<file path="src/rtl/mips_dma_pkg.sv">
// mips_dma_pkg: shared state encoding and byte-enable constants for the DMA initiator.
package mips_dma_pkg;
    typedef enum logic [2:0] {IDLE, RD_REQ, WR_REQ, FINISH, ABORT} state_t;
    localparam logic [3:0] BYTE_EN_ALL  = 4'hF;
    localparam logic [3:0] BYTE_EN_NONE = 4'h0;
endpackage

</file>
<file path="src/rtl/mips_dma_watchdog.sv">
// mips_dma_watchdog: per-request wait counter; expires after TIMEOUT_CYCLES enabled cycles without a clear.
module mips_dma_watchdog #(
    parameter int TIMEOUT_CYCLES = 256
) (
    input  logic clock,
    input  logic reset,
    input  logic i_clear,
    input  logic i_enable,
    output logic o_expire
);
    localparam int CW = $clog2(TIMEOUT_CYCLES + 1);
    logic [CW-1:0] r_cnt;
    always_ff @(posedge clock) begin
        if (reset || i_clear) r_cnt <= '0;
        else if (i_enable && !o_expire) r_cnt <= r_cnt + 1'b1;
    end
    assign o_expire = i_enable && (r_cnt == CW'(TIMEOUT_CYCLES - 1));
endmodule

</file>
<file path="src/rtl/mips_dma_initiator.sv">
// mips_dma_initiator: word-by-word block-copy bus master on the DataMem protocol.
// Define MIPS_DMA_WATCHDOG_EN to abort requests that wait TIMEOUT_CYCLES for DataMem_Ready.
module mips_dma_initiator
    import mips_dma_pkg::*;
#(
    parameter int LEN_W          = 16,
    parameter int TIMEOUT_CYCLES = 256
) (
    input  logic             clock,
    input  logic             reset,
    input  logic             cmd_start,
    input  logic [29:0]      cmd_src,
    input  logic [29:0]      cmd_dst,
    input  logic [LEN_W-1:0] cmd_len,
    output logic             cmd_ready,
    output logic             done,
    output logic             error,
    output logic [LEN_W-1:0] words_done,
    input  logic [31:0]      DataMem_In,
    input  logic             DataMem_Ready,
    output logic             DataMem_Read,
    output logic [3:0]       DataMem_Write,
    output logic [29:0]      DataMem_Address,
    output logic [31:0]      DataMem_Out
);
    state_t           r_state, w_next;
    logic [29:0]      r_src, r_dst;
    logic [LEN_W-1:0] r_len, r_words;
    logic [31:0]      r_data;
    logic             w_req, w_expire, w_last;

    assign w_req  = (r_state == RD_REQ) || (r_state == WR_REQ);
    assign w_last = LEN_W'(r_words + 1'b1) == r_len;

`ifdef MIPS_DMA_WATCHDOG_EN
    mips_dma_watchdog #(.TIMEOUT_CYCLES(TIMEOUT_CYCLES)) u_watchdog (
        .clock    (clock),
        .reset    (reset),
        .i_clear  (DataMem_Ready || !w_req),
        .i_enable (w_req),
        .o_expire (w_expire)
    );
`else
    logic w_unused_timeout;
    assign w_unused_timeout = |TIMEOUT_CYCLES;
    assign w_expire = 1'b0;
`endif

    always_ff @(posedge clock) begin
        if (reset) begin
            r_state <= IDLE;
            r_src   <= '0;
            r_dst   <= '0;
            r_len   <= '0;
            r_words <= '0;
            r_data  <= '0;
        end else begin
            r_state <= w_next;
            if (r_state == IDLE && cmd_start) begin
                r_src   <= cmd_src;
                r_dst   <= cmd_dst;
                r_len   <= cmd_len;
                r_words <= '0;
            end
            if (r_state == RD_REQ && DataMem_Ready) r_data <= DataMem_In;
            // Pointers wrap naturally at 30 bits
            if (r_state == WR_REQ && DataMem_Ready) begin
                r_words <= r_words + 1'b1;
                r_src   <= r_src + 1'b1;
                r_dst   <= r_dst + 1'b1;
            end
        end
    end

    // Ready wins over a same-cycle expiry: the request did complete
    always_comb begin
        w_next = r_state;
        case (r_state)
            IDLE:    w_next = cmd_start ? ((cmd_len == '0) ? FINISH : RD_REQ) : IDLE;
            RD_REQ:  w_next = DataMem_Ready ? WR_REQ : (w_expire ? ABORT : RD_REQ);
            WR_REQ:  w_next = DataMem_Ready ? (w_last ? FINISH : RD_REQ) : (w_expire ? ABORT : WR_REQ);
            default: w_next = IDLE;
        endcase
    end

    assign cmd_ready       = r_state == IDLE;
    assign done            = r_state == FINISH;
    assign error           = r_state == ABORT;
    assign words_done      = r_words;
    assign DataMem_Read    = r_state == RD_REQ;
    assign DataMem_Write   = (r_state == WR_REQ) ? BYTE_EN_ALL : BYTE_EN_NONE;
    assign DataMem_Address = (r_state == RD_REQ) ? r_src : ((r_state == WR_REQ) ? r_dst : 30'd0);
    assign DataMem_Out     = r_data;
endmodule

</file>
<file path="config.mk">
export PLATFORM = sky130hd
export DESIGN_NAME = mips_dma_initiator
export DESIGN_NICKNAME = d
export VERILOG_FILES = /design/src/rtl/mips_dma_pkg.sv /design/src/rtl/mips_dma_watchdog.sv /design/src/rtl/mips_dma_initiator.sv
export SDC_FILE = /design/constraint.sdc
export NUM_CORES = 1
export LEC_CHECK = 0
export ABC_AREA = 1
export CAP_MARGIN = 10
export CORE_ASPECT_RATIO = 0.6
export CORE_MARGIN = 3
export CORE_UTILIZATION = 39
export DETAILED_ROUTE_END_ITERATION = 16
export PLACE_DENSITY = 0.76
export SYNTH_ARGS = -nofsm -noshare
export SYNTH_HDL_FRONTEND = slang
export SYNTH_SLANG_ARGS = --single-unit
</file>
<file path="constraint.sdc">
create_clock -name clock -period 2.1 [get_ports clock]
set_clock_uncertainty 0.1 [all_clocks]
set_input_delay 0.42 -clock clock [delete_from_list [all_inputs] [get_ports clock]]
set_output_delay 0.42 -clock clock [all_outputs]
set_load 0.05 [all_outputs]
</file>
==> metrics <==
total power=~7.4 mW; crit path from=r_state[1]$_SDFF_PP0_; largest family of logic cells by synthesized area=simple AND/OR/NAND/NOR gates; Routed Antenna Nets=0; vias in the first global route=approximately 8,100; crit end category=primary output; most frequent cells in the layout=274 x nand2_1, 122 x inv_1, 119 x nand3_1; GP Congestion=0.949; failing checks=negative setup slack; Die Height=114 um; Cell Area, Synth=approximately 0.0076 mm2; DR iter-0 viols=~1,100; H-tree depth=4; Post-Synth Adder-Cell Area=less than 1%; measured slew at the worst slew-check pin=0.549 ns; LEAKAGE=4.67 nW; clk sinks=126; root buf cell=clkbuf_16; Hold Path Stages=2; HP Start=DataMem_Out[28]$_SDFFE_PP0P_; Clock Pin Slew Worst Setup and Hold Paths=0.06 ns; CTS tree=done; max incr delay on CP=roughly 0.36 ns; DP Area=0.0108 mm2; drt via density=around 5.4; drt total wl=roughly 29,000 um; Fmax achieved=0.473 GHz; Top Ports=between 150 and 200; drt drc=0; Critical Path RT=~1.6 ns; sequential fraction of the synthesis area=between 30% and 40%; Hold Crit Class=reg -> reg; DRT Pass-1 Iters=5; worst hold slack=roughly 0.36 ns; share of post-route cells with drive strength above 1=about a fifth; Register-to-Register Path Depth=13; Syn. warnings=0; DR top layer=met4; area of the multi-input gates=0.00474 mm2; # fillers=1,605; Setup CP Type=reg -> out; non-filler instance count after layout=~1,700; syn nets=approximately 1,300; Core Area=0.0186 mm2; GRT Residual Overflow=0; Num CTS Buffers=17; first-pass GRT wire length=approximately 44,000 um; Yosys reg bits=~130; wire length on met2=approximately 12,000 um; Final period util=101%; # diodes=0; fin area=between 0.01 and 0.015 mm2; drt wl/cell=17.4 um; Async S/R FF share, synth=0%; Synth Area in XOR/XNOR=approximately 2.6%; max_cap viols=0; Most used DFF post-synth=dfxtp_1; cells after synthesis=around 1,200; Nets=between 1,000 and 1,500; initial antenna violation count=0; most common cell after layout, fill and taps aside=nand2_1; Slowest-stage cell, CP=dfxtp_2; number of port buffers=a little under 200; Clock Latency Late Sink=between 0.4 and 0.5 ns; Chip Width=between 150 and 200 um; total track usage=26.5%; dpl hpwl=between 20,000 and 25,000 um; Final Hold Fails=0; Synth Area in Simple Gates=35.4%; Bufs on Longest Clock Path=2; cells along the critical path=inv_4, nor2_4, inv_6, buf_6, o22ai_4, buf_12; met3 wire len=between 3000 and 4000 um; status=complete, but fails checks; final setup vio count=6; post-synth cell types=a little under 50; setup TNS=-0.0574 ns; portion of netlist area occupied by mux cells=0%; Post-CTS Hold Buffers=0; Critical R2R Launch=r_state[1]$_SDFF_PP0_; unrepaired setup endpoints after global routing=true; syn avg cell area=between 6 and 7 um2; FF/Latch Area=between 0.002 and 0.003 mm2; vias=approximately 9,000; startpoint types=flip-flop; Starting Density=roughly two fifths; Rows=38; M1 WL=between 10,000 and 15,000 um; Power Dens Cells=about 630 mW/mm2; Post-synth EDFFs=0; Synth Area in Compound Gates=18.3%; final slew viol count=0; minimum clock period=around 2.1 ns; Peak VDD IR=~0.54 mV; DP Cell Count=between 1,500 and 2,000; Critical Path Fanout Max=9; Final WS setup=-0.0143 ns; layout overhead on the synthesized area=53.6%; CP Data Arrival Time=about 1.6 ns; Die ar.=0.0213 mm2; Rel. slew slack=a little under two thirds; largest net degree at the start of global routing=96
==> cell families (layout without fill, tap and decap cells) <==
logic type / after synthesis / in the layout
AND/OR/NAND/NOR: 566 / 567
AO/OA/AOI/OAI: 246 / 246
buffers and inverters: 192 / 432
flip-flops: 126 / 126
XOR/XNOR: 22 / 22
adder cells (fa/ha/maj): 3 / 3
other: 1 / 1
==> worst paths after layout <==
path,endpoint,slack (ns)
max,DataMem_Address[0],-0.01
min,DataMem_Out[28]$_SDFFE_PP0P_,0.36
max reg2reg,r_src[9]$_SDFFE_PP0P_,0.05
min reg2reg,DataMem_Out[28]$_SDFFE_PP0P_,0.36
==> synth_stat cells (2+ instances only) <==
master | instances | area (um2)
nand3_4 | 3 | 52.6
ha_1 | 3 | 37.5
nor2_4 | 16 | 180
o21a_1 | 7 | 52.6
xor2_1 | 19 | 166
clkbuf_1 | 41 | 154
or2_2 | 2 | 12.5
a21oi_2 | 2 | 17.5
nand2_4 | 4 | 45.0
buf_1 | 4 | 15.0
o21bai_1 | 9 | 67.6
o21ai_1 | 3 | 15.0
a221oi_1 | 2 | 17.5
buf_4 | 6 | 45.0
nor4_1 | 8 | 50.1
inv_2 | 5 | 18.8
nand2_1 | 282 | 1060
nand4_1 | 22 | 138
inv_1 | 127 | 477
o22ai_1 | 22 | 138
o211ai_1 | 16 | 120
xnor2_1 | 2 | 17.5
nand2_2 | 8 | 50.1
o221ai_1 | 4 | 35.0
nor2_2 | 2 | 12.5
buf_2 | 8 | 40.0
o21ai_0 | 52 | 260
a21oi_1 | 118 | 591
a31oi_1 | 7 | 43.8
nand3_1 | 123 | 616
nor2_1 | 65 | 244
nor3_2 | 2 | 20.0
dfxtp_1 | 126 | 2520
nor3_1 | 21 | 105
==> repair_timing <==
item,in CTS,in global routing
endpoints found under the setup margin,53,46
pin swaps,5,13
resized for setup,41,48
cloned,2,1
setup buffers,4,4
==> power by group <==
group | internal (mW) | switching [mW]
combinational | 0.676 | 0.924
sequential | 2.54 | 0.146
clock | 1.93 | 1.18
==> cell type report <==
cell class	instances	share of cell area, %
Clock buffer	19	3.88
Clock inverter	13	1.40
Inverter	133	4.37
Multi-Input combinational cell	839	40.6
Sequential cell	126	21.7
Tap cell	260	2.78
Timing Repair Buffer	266	25.2
Timing Repair inverter	1	0.0642
==> worst max-delay path, delay by kind of cell, from the launching register on <==
kind                   cells  cell delay [ns]
flip-flops                 1             0.36
buffers and inverters      4             0.49
AO/OA/AOI/OAI              1             0.15
AND/OR/NAND/NOR            1             0.17
==> sequential cells by signal, indices dropped and copies added (netlist names) <==
register,count
DataMem_Out,32
r_src,30
words_done,16
r_dst,30
r_state,2
r_len,16
==> stage by stage <==
step                utilization [%]  setup slack, ns
floorplan                         -           -0.157
global placement               58.0          -0.0696
detailed placement             58.0          -0.0790
CTS                            61.9         0.000971
global route                   62.9          -0.0789
finish                         62.9          -0.0143
==> routing by layer <==
layer / global-route usage [%] / up-vias
met5: 0 / -
met4: 5.50 / 0
met3: 6.76 / 38
met2: 39.0 / 496
met1: 38.9 / 4129
li1: - / 4305
(Power assumes the default switching activity.)
